===== src/rtl/knight_cmd_link_if.sv =====
// Command/response handshake between the UART link and the command processor.
// The link drives cmd/cmd_rdy/resp_sent/tx_busy; the consumer drives the rest.
interface knight_cmd_link_if;
  logic [15:0] cmd;
  logic        cmd_rdy;
  logic        clr_cmd_rdy;
  logic [7:0]  resp;
  logic        send_resp;
  logic        resp_sent;
  logic        tx_busy;

  modport slave (
    output cmd, cmd_rdy, resp_sent, tx_busy,
    input  clr_cmd_rdy, resp, send_resp
  );

  modport master (
    input  cmd, cmd_rdy, resp_sent, tx_busy,
    output clr_cmd_rdy, resp, send_resp
  );
endinterface


===== src/rtl/knight_cmd_link.sv =====
// Robot-side UART command link: two 8N1 bytes (high first) form a 16-bit command,
// and a single response byte is serialised back. RX and TX run independently.
module knight_cmd_link #(
  parameter int BAUD_DIV = 2604
) (
  input  logic              clk,
  input  logic              rst,
  input  logic              RX,
  output logic              TX,
  knight_cmd_link_if.slave  lnk
);

  localparam int CW = $clog2(BAUD_DIV + 1);
  localparam logic [CW-1:0] BAUD_FULL = CW'(BAUD_DIV);
  localparam logic [CW-1:0] BAUD_HALF = CW'(BAUD_DIV / 2);

  typedef enum logic [1:0] {RX_IDLE, RX_START, RX_DATA, RX_STOP} rx_state_t;
  typedef enum logic {ASM_HIGH, ASM_LOW} asm_state_t;
  typedef enum logic {TX_IDLE, TX_XMIT} tx_state_t;

  // Two-flop synchroniser plus one history flop for falling-edge detection.
  logic rx_meta_q, rx_sync_q, rx_prev_q;

  // NOTE: sequential state is updated only with non-blocking assignments so every
  // flop samples the pre-edge value of its neighbours, independent of block order.
  always_ff @(posedge clk or posedge rst) begin
    if (rst) begin
      rx_meta_q <= 1'b1;
      rx_sync_q <= 1'b1;
      rx_prev_q <= 1'b1;
    end else begin
      rx_meta_q <= RX;
      rx_sync_q <= rx_meta_q;
      rx_prev_q <= rx_sync_q;
    end
  end

  rx_state_t       rx_state_q, rx_state_d;
  logic [CW-1:0]   rx_cnt_q, rx_cnt_d;
  logic [3:0]      rx_bit_q, rx_bit_d;
  logic [7:0]      rx_shreg_q, rx_shreg_d;
  logic            rx_expire, rx_byte_vld, rx_frm_err, rx_start_det;

  // NOTE: every signal written here gets a default first, so no path can leave
  // it unassigned and infer a latch.
  always_comb begin
    rx_state_d   = rx_state_q;
    rx_cnt_d     = rx_cnt_q;
    rx_bit_d     = rx_bit_q;
    rx_shreg_d   = rx_shreg_q;
    rx_byte_vld  = 1'b0;
    rx_frm_err   = 1'b0;
    rx_start_det = 1'b0;
    rx_expire    = (rx_cnt_q == CW'(1));
    unique case (rx_state_q)
      RX_IDLE: begin
        if (rx_prev_q && !rx_sync_q) begin
          rx_start_det = 1'b1;
          rx_cnt_d     = BAUD_HALF;
          rx_state_d   = RX_START;
        end
      end
      RX_START: begin
        rx_cnt_d = rx_cnt_q - CW'(1);
        if (rx_expire) begin
          if (rx_sync_q) begin
            rx_state_d = RX_IDLE;
          end else begin
            rx_state_d = RX_DATA;
            rx_cnt_d   = BAUD_FULL;
            rx_bit_d   = 4'd0;
          end
        end
      end
      RX_DATA: begin
        rx_cnt_d = rx_cnt_q - CW'(1);
        if (rx_expire) begin
          rx_shreg_d = {rx_sync_q, rx_shreg_q[7:1]};
          rx_cnt_d   = BAUD_FULL;
          rx_bit_d   = rx_bit_q + 4'd1;
          if (rx_bit_q == 4'd7) rx_state_d = RX_STOP;
        end
      end
      RX_STOP: begin
        rx_cnt_d = rx_cnt_q - CW'(1);
        if (rx_expire) begin
          rx_state_d  = RX_IDLE;
          rx_byte_vld = rx_sync_q;
          rx_frm_err  = !rx_sync_q;
        end
      end
      default: rx_state_d = RX_IDLE;
    endcase
  end

  asm_state_t  asm_state_q, asm_state_d;
  logic [15:0] cmd_q, cmd_d;
  logic        cmd_rdy_q, cmd_rdy_d;
  logic        cmd_set, cmd_clr;

  always_comb begin
    asm_state_d = asm_state_q;
    cmd_d       = cmd_q;
    cmd_set     = 1'b0;
    unique case (asm_state_q)
      ASM_HIGH: begin
        if (rx_byte_vld) begin
          cmd_d[15:8] = rx_shreg_q;
          asm_state_d = ASM_LOW;
        end
      end
      ASM_LOW: begin
        if (rx_byte_vld) begin
          cmd_d[7:0]  = rx_shreg_q;
          cmd_set     = 1'b1;
          asm_state_d = ASM_HIGH;
        end else if (rx_frm_err) begin
          asm_state_d = ASM_HIGH;
        end
      end
      default: asm_state_d = ASM_HIGH;
    endcase
    // A new high byte starting invalidates the previous command; a set wins over a clear.
    cmd_clr   = lnk.clr_cmd_rdy || (rx_start_det && asm_state_q == ASM_HIGH);
    cmd_rdy_d = cmd_set ? 1'b1 : (cmd_clr ? 1'b0 : cmd_rdy_q);
  end

  tx_state_t     tx_state_q, tx_state_d;
  logic [CW-1:0] tx_cnt_q, tx_cnt_d;
  logic [3:0]    tx_bit_q, tx_bit_d;
  logic [9:0]    tx_shreg_q, tx_shreg_d;
  logic          tx_q, tx_d;
  logic          resp_sent_q, resp_sent_d;
  logic          tx_expire;

  always_comb begin
    tx_state_d  = tx_state_q;
    tx_cnt_d    = tx_cnt_q;
    tx_bit_d    = tx_bit_q;
    tx_shreg_d  = tx_shreg_q;
    resp_sent_d = 1'b0;
    tx_expire   = (tx_cnt_q == CW'(1));
    unique case (tx_state_q)
      TX_IDLE: begin
        if (lnk.send_resp) begin
          tx_shreg_d = {1'b1, lnk.resp, 1'b0};
          tx_cnt_d   = BAUD_FULL;
          tx_bit_d   = 4'd0;
          tx_state_d = TX_XMIT;
        end
      end
      TX_XMIT: begin
        tx_cnt_d = tx_cnt_q - CW'(1);
        if (tx_expire) begin
          if (tx_bit_q == 4'd9) begin
            tx_state_d  = TX_IDLE;
            resp_sent_d = 1'b1;
          end else begin
            tx_shreg_d = {1'b1, tx_shreg_q[9:1]};
            tx_bit_d   = tx_bit_q + 4'd1;
            tx_cnt_d   = BAUD_FULL;
          end
        end
      end
      default: tx_state_d = TX_IDLE;
    endcase
    // Registering the next line value keeps TX glitch-free and puts the start edge 1 clk after send_resp.
    tx_d = (tx_state_d == TX_XMIT) ? tx_shreg_d[0] : 1'b1;
  end

  always_ff @(posedge clk or posedge rst) begin
    if (rst) begin
      rx_state_q  <= RX_IDLE;
      rx_cnt_q    <= '0;
      rx_bit_q    <= '0;
      rx_shreg_q  <= '0;
      asm_state_q <= ASM_HIGH;
      cmd_q       <= '0;
      cmd_rdy_q   <= 1'b0;
      tx_state_q  <= TX_IDLE;
      tx_cnt_q    <= '0;
      tx_bit_q    <= '0;
      tx_shreg_q  <= '1;
      tx_q        <= 1'b1;
      resp_sent_q <= 1'b0;
    end else begin
      rx_state_q  <= rx_state_d;
      rx_cnt_q    <= rx_cnt_d;
      rx_bit_q    <= rx_bit_d;
      rx_shreg_q  <= rx_shreg_d;
      asm_state_q <= asm_state_d;
      cmd_q       <= cmd_d;
      cmd_rdy_q   <= cmd_rdy_d;
      tx_state_q  <= tx_state_d;
      tx_cnt_q    <= tx_cnt_d;
      tx_bit_q    <= tx_bit_d;
      tx_shreg_q  <= tx_shreg_d;
      tx_q        <= tx_d;
      resp_sent_q <= resp_sent_d;
    end
  end

  assign TX            = tx_q;
  assign lnk.cmd       = cmd_q;
  assign lnk.cmd_rdy   = cmd_rdy_q;
  assign lnk.resp_sent = resp_sent_q;
  assign lnk.tx_busy   = (tx_state_q == TX_XMIT);

endmodule


===== src/flat_wrapper.sv =====
// flat-port wrapper written by rule: the top's interface ports become plain ports
module knight_cmd_link_flat 
#(
  parameter int BAUD_DIV = 2604
)
  (clk, rst, RX, TX, lnk_cmd, lnk_cmd_rdy, lnk_resp_sent, lnk_tx_busy, lnk_clr_cmd_rdy, lnk_resp, lnk_send_resp);
  knight_cmd_link_if lnk_i ();
  input  logic clk;
  input  logic rst;
  input  logic RX;
  output logic TX;
  output wire logic [$bits(lnk_i.cmd)-1:0] lnk_cmd;
  output wire logic [$bits(lnk_i.cmd_rdy)-1:0] lnk_cmd_rdy;
  output wire logic [$bits(lnk_i.resp_sent)-1:0] lnk_resp_sent;
  output wire logic [$bits(lnk_i.tx_busy)-1:0] lnk_tx_busy;
  input wire logic [$bits(lnk_i.clr_cmd_rdy)-1:0] lnk_clr_cmd_rdy;
  input wire logic [$bits(lnk_i.resp)-1:0] lnk_resp;
  input wire logic [$bits(lnk_i.send_resp)-1:0] lnk_send_resp;
  assign lnk_cmd = lnk_i.cmd;
  assign lnk_cmd_rdy = lnk_i.cmd_rdy;
  assign lnk_resp_sent = lnk_i.resp_sent;
  assign lnk_tx_busy = lnk_i.tx_busy;
  assign lnk_i.clr_cmd_rdy = lnk_clr_cmd_rdy;
  assign lnk_i.resp = lnk_resp;
  assign lnk_i.send_resp = lnk_send_resp;
  knight_cmd_link #(.BAUD_DIV(BAUD_DIV)) u_core (.clk(clk), .rst(rst), .RX(RX), .TX(TX), .lnk(lnk_i));
endmodule

===== config.mk =====
export PLATFORM = sky130hd
export DESIGN_NAME = knight_cmd_link_flat
export DESIGN_NICKNAME = d
export VERILOG_FILES = /design/src/rtl/knight_cmd_link_if.sv /design/src/rtl/knight_cmd_link.sv /design/src/flat_wrapper.sv
export SDC_FILE = /design/constraint.sdc
export NUM_CORES = 1
export LEC_CHECK = 0
export CAP_MARGIN = 20
export CORE_ASPECT_RATIO = 0.6
export CORE_MARGIN = 1.5
export CORE_UTILIZATION = 39
export DETAILED_ROUTE_END_ITERATION = 8
export DONT_BUFFER_PORTS = 1
export GPL_ROUTABILITY_DRIVEN = 0
export PLACE_DENSITY = 0.62
export SLEW_MARGIN = 20
export SYNTH_ARGS = -nofsm -noshare
export SYNTH_HDL_FRONTEND = slang
export SYNTH_SLANG_ARGS = --single-unit

===== constraint.sdc =====
create_clock -name clk -period 2.25 [get_ports clk]
set_clock_uncertainty 0.2 [all_clocks]
set_input_delay 0 -clock clk [delete_from_list [all_inputs] [get_ports clk]]
set_output_delay 0 -clock clk [all_outputs]
set_load 0.05 [all_outputs]

Yosys cells after proc, flatten, opt, wreduce, memory -nomap -nowiden:

Cells that the tools add are included.

* register bits after elaboration: 76
* latch bits: 0
* memory bits (writable): 0
* bits in read-only memories: 0
* input bits: 13
* memories kept: 0

* add/sub/neg operators: 4
* $mul: 0
* divide/modulo/power cells: 0
* $lt $le $gt $ge: 0
* equality and inequality tests: 16
* shifts and indexed selects: 0
* multiplexer cells: 49
* bitwise gates (word level): 2
* reductions and logical operators: 13

Operators by type and width (count)
* two-way mux 12 bit: 7
* case mux 12 bit (4 select lines): 1
* two-way mux 10 bit: 3
* equality test 12 x 1 -> 1 bit (second input constant): 2
* two-way mux 4 bit: 6
* case mux 12 bit (2 select lines): 1
* subtractor 12 x 1 -> 12 bit (second input constant): 2
* case mux 10 bit (2 select lines): 1
* two-way mux 1 bit: 19
* case mux 4 bit (2 select lines): 2
* two-way mux 2 bit: 6
* inequality test 2 x 1 -> 1 bit (second input constant): 5
* adder 4 x 1 -> 4 bit (second input constant): 2
* inequality test 2 bit (second input constant): 4
* case mux 2 bit (4 select lines): 1
* AND reduction 2 bit: 3
* AND reduction 5 bit: 1
* equality test 2 bit (second input constant): 2
* equality test 4 x 3 -> 1 bit (second input constant): 1
* equality test 4 bit (second input constant): 1
* case mux 1 bit (2 select lines): 2
* AND reduction 4 bit: 1
* nonzero test 2 bit: 2
* AND reduction 3 bit: 1
* other kinds (6): 8

Logic depth before layout (Yosys ltp):

Gate-level depths: netlist of the first run.

* depth after elaboration: 8
* gate-level depth with buffers: 7
* depth with buffers taken out: 6

Worst setup path before layout of the first run:

OpenSTA, ideal clock, no wires.

* kind: register to register
* start point: reg u_core.rx_cnt_q[1]
* end point: reg u_core.cmd_q[0] (netlist: u_core.lnk.cmd[0])
* setup time: 0.125 ns
* data arrival time: 2.009 ns
* required time: 1.925 ns
* path slack: -0.085 ns
* stages on the path, launching flop included: 8
* path buffers: 1
* clock period less this slack: 2.335 ns
* cells stage by stage: dfrtp_1 -> inv_1 -> ha_1 -> nor3b_1 -> nand4_4 -> or3_1 -> buf_6 -> mux2_4

* longest elaborated chain between the ends: 4

RTL lines
* from (decl): RTL line knight_cmd_link.sv:39 `logic [CW-1:0] rx_cnt_q, rx_cnt_d;`
* from (signal assigned): RTL line knight_cmd_link.sv:188 `rx_cnt_q <= rx_cnt_d;`
* equality test 12 x 1 -> 1 bit: RTL line knight_cmd_link.sv:54 `rx_expire = (rx_cnt_q == CW'(1));`
* two-way mux 1 bit: RTL line knight_cmd_link.sv:86 `if (rx_expire) begin`
* two-way mux 1 bit: RTL line knight_cmd_link.sv:55 `unique case (rx_state_q)`
* AND reduction 2 bit (no line)
* to (signal assigned): RTL line knight_cmd_link.sv:192 `cmd_q <= cmd_d;`
* to (decl): RTL line knight_cmd_link.sv:97 `logic [15:0] cmd_q, cmd_d;`

Every way passes these cells.
A chain may end at the register's enable or synchronous reset.

Worst setup path in the final report of the first run:

* start point: reg u_core.rx_cnt_q[0]
* end point: reg u_core.rx_cnt_q[10]

* longest elaborated chain between the ends: 4
* elaborated cells between the ends (all ways): 6

RTL lines
* subtractor 12 x 1 -> 12 bit: RTL line knight_cmd_link.sv:64, knight_cmd_link.sv:76, knight_cmd_link.sv:85
* two-way mux 12 bit: RTL line knight_cmd_link.sv:66 `if (rx_sync_q) begin`
* two-way mux 12 bit: RTL line knight_cmd_link.sv:65 `if (rx_expire) begin`
* case mux 12 bit (4 select lines) *: RTL line knight_cmd_link.sv:55

Every way passes the cells marked *; elsewhere a longest branch is shown, timed or not.

==> flow_results.xml, run 1 <==
<?xml version="1.0" encoding="UTF-8"?>
<metrics>
  <group name="worst_setup_path">
    <metric name="setup.worst_path.class" unit="">reg2reg</metric>
    <metric name="reg2reg_slack" unit="ps">80</metric>
    <metric name="worstReg2RegStart" unit="">u_core.rx_cnt_q[0]$_DFFE_PP0N_</metric>
    <metric name="worst_path_largest_cell_delay" unit="ps">500</metric>
    <metric name="critPathMaxFanout" unit="">4</metric>
    <metric name="cpLargestDelayFamily" unit="">simple AND/OR/NAND/NOR gates</metric>
    <metric name="critical_path.endpoint_type" unit="">register</metric>
    <metric name="timing.critical_path.from" unit="">u_core.rx_cnt_q[0]$_DFFE_PP0N_</metric>
    <metric name="timing.critical_path.required" unit="ps">2270</metric>
    <metric name="crit_chain" unit="">buf_4 &gt; inv_1 &gt; ha_1 &gt; or3b_2 &gt; nor2_1 &gt; nand3_1 &gt; a211o_1</metric>
    <metric name="crit_slowest_cell" unit="">or3b_2</metric>
    <metric name="cp.arrival" unit="ps">2190</metric>
    <metric name="timing.rr.end" unit="">u_core.rx_cnt_q[10]$_DFFE_PP0N_</metric>
    <metric name="setup.worst_path.start_class" unit="">register</metric>
    <metric name="critPathBufInv" unit="">2</metric>
    <metric name="path_depth" unit="">7</metric>
    <metric name="cp-endpoint" unit="">u_core.rx_cnt_q[10]$_DFFE_PP0N_</metric>
    <metric name="r2r.worst_path.cells" unit="">7</metric>
  </group>
  <group name="finish">
    <metric name="syn_to_layout_area_delta" unit="%">24.8</metric>
    <metric name="fraction_of_final_layout_cells_sized_beyond_drive_strength_1" unit="%">29.1</metric>
    <metric name="antennaDiodeCount" unit="">0</metric>
    <metric name="fin_cells" unit="">525</metric>
    <metric name="design.final.nets" unit="">410</metric>
    <metric name="final_design_area_no_fill" unit="um^2">4630</metric>
    <metric name="layout_common_cells" unit="">dfrtp_1, buf_4, nand2_1</metric>
    <metric name="final_common_cell" unit="">dfrtp_1</metric>
  </group>
  <group name="cts">
    <metric name="clk-insertion-delay-late" unit="ps">340</metric>
    <metric name="cts_tree" unit="">yes</metric>
    <metric name="ctsHtreeMaxLevel" unit="">3</metric>
    <metric name="root_buffer" unit="">clkbuf_16</metric>
    <metric name="cts_buffer_depth" unit="">2</metric>
    <metric name="tritoncts_num_sinks" unit="">76</metric>
    <metric name="cts_buffers" unit="">9</metric>
    <metric name="clock_pin_transition_on_the_worst_setup_and_hold_timing_paths" unit="ps">60</metric>
  </group>
  <group name="synthesis">
    <metric name="yosysWarningCount" unit="">0</metric>
    <metric name="prevailing_post_synth_register_cell" unit="">dfrtp_1</metric>
    <metric name="postSynthCellCount" unit="">339</metric>
    <metric name="postSynth.asyncResetShare" unit="%">100</metric>
    <metric name="synthesis.area_per_instance" unit="um^2">10.9</metric>
    <metric name="yosysUniqueCellTypes" unit="">61</metric>
    <metric name="synth.net_count" unit="">359</metric>
    <metric name="synth-seq-cells" unit="">76</metric>
    <metric name="syn-cell-area" unit="um^2">3710</metric>
    <metric name="synth_sequential_area_ratio" unit="%">51.8</metric>
    <metric name="number_of_flops_mapped_to_enable_cells_by_yosys" unit="">0</metric>
  </group>
  <group name="grt">
    <metric name="globalRouteMet1Util" unit="%">25.3</metric>
    <metric name="initial_antenna_violation_count" unit="">0</metric>
    <metric name="grt_start_max_net_pins" unit="">47</metric>
    <metric name="use_met3" unit="%">5.45</metric>
    <metric name="grt-ovfl-total" unit="">0</metric>
    <metric name="grt_busiest_layer" unit="">met2</metric>
    <metric name="grt_pass1_vias" unit="">2826</metric>
    <metric name="global_route.usage.total" unit="%">17.9</metric>
    <metric name="grt_first_pass_wirelength" unit="um">14100</metric>
    <metric name="gr-usage-met2" unit="%">26.0</metric>
  </group>
  <group name="placed_design">
    <metric name="numPortBuffers" unit="">0</metric>
    <metric name="dp_worst_setup_slack" unit="ps">-142</metric>
    <metric name="dp_hpwl" unit="um">5730</metric>
    <metric name="dpl.cell_count" unit="">495</metric>
    <metric name="post_dp_cell_area" unit="um^2">4140</metric>
  </group>
  <group name="power">
    <metric name="p_seq_share" unit="%">40.5</metric>
    <metric name="comb_power_share" unit="%">27.1</metric>
    <metric name="power_switching_share" unit="%">31.9</metric>
    <metric name="cellLeakagePower" unit="nW">2.06</metric>
    <metric name="power.share.clock" unit="%">32.4</metric>
    <metric name="internal_dissipation" unit="mW">3.22</metric>
    <metric name="power_per_cell_area" unit="nW/um^2">1020</metric>
    <metric name="switchingPower" unit="mW">1.51</metric>
    <metric name="total_power_draw" unit="mW">4.72</metric>
    <metric name="max-vdd-ir-drop" unit="mV">0.386</metric>
  </group>
  <group name="floorplan">
    <metric name="core_region_area" unit="um^2">9190</metric>
    <metric name="initial_core_util" unit="%">40.3</metric>
    <metric name="floorplan.die.width" unit="um">129</metric>
    <metric name="io_pins" unit="">33</metric>
    <metric name="die_area" unit="um^2">10100</metric>
    <metric name="die_h" unit="um">78.5</metric>
    <metric name="number_of_standard_cell_rows_in_the_floorplan" unit="">27</metric>
  </group>
  <group name="timing">
    <metric name="finalHoldViolations" unit="">0</metric>
    <metric name="setup_viol" unit="">0</metric>
    <metric name="measured_slew_at_the_worst_slew_check_pin" unit="ps">654</metric>
    <metric name="whs" unit="ps">12.8</metric>
    <metric name="worst_slack" unit="ps">78.8</metric>
    <metric name="rsz_0062_raised_after_global_routing" unit="">yes</metric>
    <metric name="relSlewSlack" unit="%">56.3</metric>
    <metric name="share_of_the_clock_period_used_by_the_worst_path_after_layout" unit="%">96.5</metric>
    <metric name="finalMaxSlewViolations" unit="">0</metric>
    <metric name="maxClockFrequency" unit="MHz">461</metric>
    <metric name="final_period_minus_worst_setup_slack" unit="ps">2170</metric>
  </group>
  <group name="route">
    <metric name="drt_drc_violations_left" unit="">0</metric>
    <metric name="drt_pre_antenna_iters" unit="">4</metric>
    <metric name="average_detailed_routed_wire_length_per_instance" unit="um">15.8</metric>
    <metric name="routed_via_density" unit="">5.37</metric>
    <metric name="initialDrtViolationCount" unit="">146</metric>
    <metric name="detailroute.via_count" unit="">2820</metric>
    <metric name="postRouteAntennaNets" unit="">0</metric>
    <metric name="wirelength" unit="um">8280</metric>
  </group>
  <group name="outcome">
    <metric name="run_status" unit="">completed</metric>
  </group>
  <group name="worst_hold_path">
    <metric name="timing.hold.worst.class" unit="">in2reg</metric>
  </group>
  <group name="flow_run">
    <metric name="drv_cap" unit="">0</metric>
  </group>
</metrics>
## Yosys cell counts (4+ instances only)
cell type | count | area share [%]
dfrtp_1 | 62 | 42
nand2_1 | 24 | 2.4
mux2_2 | 18 | 5.5
nand3_1 | 18 | 2.4
nor2_1 | 18 | 1.8
a21oi_1 | 15 | 2.0
dfstp_2 | 14 | 9.9
inv_1 | 14 | 1.4
clkbuf_1 | 13 | 1.3
o21ai_0 | 13 | 1.8
nor3_1 | 11 | 1.5
a221o_1 | 8 | 2.2
and2_1 | 8 | 1.4
mux2_4 | 8 | 3.2
ha_1 | 7 | 2.4
a211oi_1 | 5 | 1.0
o31ai_1 | 5 | 1.0
or4_1 | 5 | 1.0
nand2b_1 | 4 | 0.67
nand4_1 | 4 | 0.67
## layer usage
layer / vias up / wire length (um)
met3: 10 / 389
met4: 0 / 96
met5: - / 0
met2: 70 / 3630
li1: 1367 / -
met1: 1373 / 4170
## metrics by stage
stage / TNS [ps] / util, %
2_1_floorplan: 0 / -
3_3_place_gp: -246 / 45.0
3_5_place_dp: -1010 / 45.0
4_1_cts: 0 / 49.9
5_1_grt: -2.79 / 50.4
6_report: 0 / 50.4
## final cells by class
cell class / instances / area, um^2
repair buffers: 57 / 482
clock inverters: 6 / 86.3
well taps: 130 / 163
multi-input cells: 232 / 1700
fillers: 813 / 4560
flip-flops and latches: 76 / 1920
inverters: 14 / 52.6
clock buffers: 10 / 229
## state kept, by name, summed over array words and instances (netlist names), 4 cells and up, named ones only
register,flops
u_core.rx_shreg_q,8
u_core.tx_shreg_q,10
u_core.rx_bit_q,4
u_core.tx_cnt_q,12
u_core.lnk.cmd,16
u_core.rx_cnt_q,12
u_core.tx_bit_q,4
## worst min path at each step
stage,start,endpoint,slack (ps),cells after the start
after floorplan,RX,u_core.rx_meta_q$_DFF_PP1_,-200,0
after global placement,RX,u_core.rx_meta_q$_DFF_PP1_,-200,0
after detailed placement,RX,u_core.rx_meta_q$_DFF_PP1_,-200,0
after CTS,RX,u_core.rx_meta_q$_DFF_PP1_,3,1
after global routing,RX,u_core.rx_meta_q$_DFF_PP1_,10,1
final,RX,u_core.rx_meta_q$_DFF_PP1_,10,1
## cell families (layout without fill, tap and decap cells)
kind of cell | Yosys count | in the layout | synth area share, %
flip-flops | 76 | 76 | 51.8
buffers and inverters | 31 | 87 | 3.41
XOR/XNOR | 4 | 4 | 0.945
adder cells (fa/ha/maj) | 7 | 7 | 2.36
multiplexers | 28 | 28 | 9.25
AND/OR/NAND/NOR | 119 | 119 | 18.2
AO/OA/AOI/OAI | 74 | 74 | 14.1
## power by group through the flow
stage               clock network [mW]  registers (mW)  logic [mW]
floorplan                            0            1.85       0.776
global placement                     0            1.91        1.18
detailed placement                   0            1.91        1.21
CTS                               1.57            1.90        1.25
global route                      1.62            1.95        1.44
finish                            1.53            1.91        1.28
## repair_timing
item	4_1_cts	5_1_grt
buffers inserted	1	1
pin swaps	0	1
hold buffers	12	0
endpoints found under the hold margin	100	0
setup endpoints to repair	22	23
gates resized for setup	2	8
Power figures use the tool's default switching activity.
==> run 2, diff against run 1 <==
--- a/config.mk
+++ b/config.mk
@@ -12,7 +12,7 @@
 export DETAILED_ROUTE_END_ITERATION = 8
 export DONT_BUFFER_PORTS = 1
 export GPL_ROUTABILITY_DRIVEN = 0
-export PLACE_DENSITY = 0.62
+export PLACE_DENSITY = 0.6
 export SLEW_MARGIN = 20
 export SYNTH_ARGS = -nofsm -noshare
 export SYNTH_HDL_FRONTEND = slang
==> constraint.sdc (replaced) <==
create_clock -name clk -period 2.67 [get_ports clk]
set_clock_uncertainty 0.2 [all_clocks]
set_input_delay 0 -clock clk [delete_from_list [all_inputs] [get_ports clk]]
set_output_delay 0 -clock clk [all_outputs]
set_load 0.05 [all_outputs]
==> run 2 against run 1 <==
Compared with the run above:
- sequential cell count stayed put
- register-to-register slack better by 230 ps
- worst setup slack better by 230 ps
- first-iteration DRC count increased by 82%
- critical path type unchanged
- highest routed layer unchanged
==> flow_results.xml, run 2 (same netlist as run 1, synthesis figures left out) <==
<?xml version="1.0" encoding="UTF-8"?>
<metrics>
  <group name="grt">
    <metric name="grt_first_pass_wirelength" unit="um">13300</metric>
    <metric name="global_route.usage.total" unit="%">17.4</metric>
    <metric name="grt_pass1_vias" unit="">2602</metric>
    <metric name="grt_start_max_net_pins" unit="">43</metric>
    <metric name="initial_antenna_violation_count" unit="">0</metric>
    <metric name="grt-ovfl-total" unit="">0</metric>
  </group>
  <group name="cts">
    <metric name="root_buffer" unit="">clkbuf_16</metric>
    <metric name="cts-hold-fix-buffers" unit="">13</metric>
    <metric name="cts_buffer_depth" unit="">2</metric>
    <metric name="clk-insertion-delay-late" unit="ps">340</metric>
    <metric name="post-cts-setup-buffers" unit="">0</metric>
    <metric name="ctsHtreeMaxLevel" unit="">3</metric>
    <metric name="tritoncts_num_sinks" unit="">76</metric>
    <metric name="ctsResizeCount" unit="">0</metric>
    <metric name="cts_tree" unit="">yes</metric>
    <metric name="clock_pin_transition_on_the_worst_setup_and_hold_timing_paths" unit="ps">60</metric>
    <metric name="cts_buffers" unit="">9</metric>
  </group>
  <group name="power">
    <metric name="max-vdd-ir-drop" unit="mV">0.386</metric>
    <metric name="power_per_cell_area" unit="nW/um^2">894</metric>
    <metric name="total_power_draw" unit="mW">3.94</metric>
    <metric name="cellLeakagePower" unit="nW">1.93</metric>
  </group>
  <group name="timing">
    <metric name="measured_slew_at_the_worst_slew_check_pin" unit="ps">883</metric>
    <metric name="final_period_minus_worst_setup_slack" unit="ps">2360</metric>
    <metric name="rsz_0062_raised_after_global_routing" unit="">no</metric>
    <metric name="relSlewSlack" unit="%">41.1</metric>
    <metric name="maxClockFrequency" unit="MHz">424</metric>
    <metric name="whs" unit="ps">22.6</metric>
    <metric name="share_of_the_clock_period_used_by_the_worst_path_after_layout" unit="%">88.4</metric>
    <metric name="fin_setup_tns" unit="ps">0</metric>
    <metric name="finalHoldViolations" unit="">0</metric>
    <metric name="setup_viol" unit="">0</metric>
    <metric name="finalMaxSlewViolations" unit="">0</metric>
    <metric name="worst_slack" unit="ps">311</metric>
  </group>
  <group name="worst_setup_path">
    <metric name="critPathMaxFanout" unit="">8</metric>
    <metric name="timing.critical_path.required" unit="ps">2690</metric>
    <metric name="setup.worst_path.start_class" unit="">register</metric>
    <metric name="setup.worst_path.class" unit="">reg2reg</metric>
    <metric name="critical_path.endpoint_type" unit="">register</metric>
    <metric name="cp.arrival" unit="ps">2380</metric>
  </group>
  <group name="route">
    <metric name="detailroute.via_count" unit="">2704</metric>
    <metric name="drt_drc_violations_left" unit="">0</metric>
    <metric name="wirelength" unit="um">8040</metric>
    <metric name="routed_via_density" unit="">5.44</metric>
    <metric name="postRouteAntennaNets" unit="">0</metric>
    <metric name="drt_pre_antenna_iters" unit="">4</metric>
    <metric name="initialDrtViolationCount" unit="">265</metric>
    <metric name="average_detailed_routed_wire_length_per_instance" unit="um">16.2</metric>
  </group>
  <group name="finish">
    <metric name="layout_common_cells" unit="">dfrtp_1, nand2_1, nor2_1, nand3_1, mux2_2</metric>
    <metric name="finish.utilization" unit="%">48.0</metric>
    <metric name="fin_cells" unit="">497</metric>
    <metric name="design.final.nets" unit="">382</metric>
    <metric name="ff_latch_area" unit="um^2">1920</metric>
    <metric name="syn_to_layout_area_delta" unit="%">19.0</metric>
    <metric name="final_design_area_no_fill" unit="um^2">4410</metric>
    <metric name="nFillCells" unit="">848</metric>
    <metric name="multi_input_area" unit="um^2">1660</metric>
    <metric name="fraction_of_final_layout_cells_sized_beyond_drive_strength_1" unit="%">22.1</metric>
    <metric name="antennaDiodeCount" unit="">0</metric>
    <metric name="number_of_flip_flops_under_the_largest_register_name" unit="">16</metric>
    <metric name="final_common_cell" unit="">dfrtp_1</metric>
  </group>
  <group name="floorplan">
    <metric name="io_pins" unit="">33</metric>
    <metric name="die_area" unit="um^2">10100</metric>
    <metric name="core_region_area" unit="um^2">9190</metric>
    <metric name="number_of_standard_cell_rows_in_the_floorplan" unit="">27</metric>
    <metric name="initial_core_util" unit="%">40.3</metric>
    <metric name="floorplan.die.width" unit="um">129</metric>
    <metric name="die_h" unit="um">78.5</metric>
  </group>
  <group name="placed_design">
    <metric name="numPortBuffers" unit="">0</metric>
    <metric name="dp_worst_setup_slack" unit="ps">319</metric>
    <metric name="dp_hpwl" unit="um">5390</metric>
    <metric name="dpl.cell_count" unit="">468</metric>
    <metric name="post_dp_cell_area" unit="um^2">3920</metric>
  </group>
  <group name="worst_hold_path">
    <metric name="timing.hold.worst.class" unit="">in2async</metric>
  </group>
  <group name="outcome">
    <metric name="run_status" unit="">completed</metric>
  </group>
  <group name="flow_run">
    <metric name="drv_cap" unit="">0</metric>
  </group>
</metrics>
==> run 2: cell types whose count changed in the layout (fill, tap and decap cells not counted), sizes merged <==
cell / previous run / this run
buf: 45 / 16
bufinv: 2 / 4
clkbuf: 10 / 9
clkinv: 2 / 4
clkinvlp: 1 / 0
dlygate4sd3: 12 / 13
inv: 15 / 13
==> run 2: worst max-delay path, stage by stage, from the launching register on <==
cell     delay [ps]
dfrtp_1         460
nor4_4          460
nand4_4         110
or3_1           610
mux2_4          380
==> run 2: worst paths after layout <==
kind,endpoint,slack [ps],cells past startpoint,startpoint
worst max-delay path,u_core.lnk.cmd[4]$_DFFE_PP0P_,310,4,u_core.rx_cnt_q[5]$_DFFE_PP0N_
worst min-delay path,u_core.lnk.cmd[11]$_DFFE_PP0P_,20,2,rst
worst max register to register,u_core.lnk.cmd[4]$_DFFE_PP0P_,310,4,u_core.rx_cnt_q[5]$_DFFE_PP0N_
worst min register to register,u_core.rx_sync_q$_DFF_PP1_,160,0,u_core.rx_meta_q$_DFF_PP1_
max in group asynchronous,u_core.rx_sync_q$_DFF_PP1_,1510,3,rst
min in group clk,u_core.rx_sync_q$_DFF_PP1_,160,0,u_core.rx_meta_q$_DFF_PP1_
==> run 2: cell type report <==
class | count | area share (%)
tap | 130 | 3.69
clock inverter | 7 | 3.15
timing repair buffer | 29 | 5.67
multi-input combinational | 232 | 37.7
inverter | 14 | 1.22
clock buffer | 9 | 5.10
sequential | 76 | 43.5
==> run 2: where the power goes <==
| part | switching [mW] | internal, mW | total (mW) |
|---|---|---|---|
| logic | 0.434 | 0.355 | 0.789 |
| clock network | 0.481 | 1.01 | 1.49 |
| registers | 0.303 | 1.37 | 1.67 |
| total | 1.22 | 2.73 | 3.94 |
==> run 2: per-layer routing <==
metal	GRT usage, %	wire (um)
met1	24.7	4120
met3	6.68	475
met5	0	0
met4	5.17	82
met2	24.3	3370
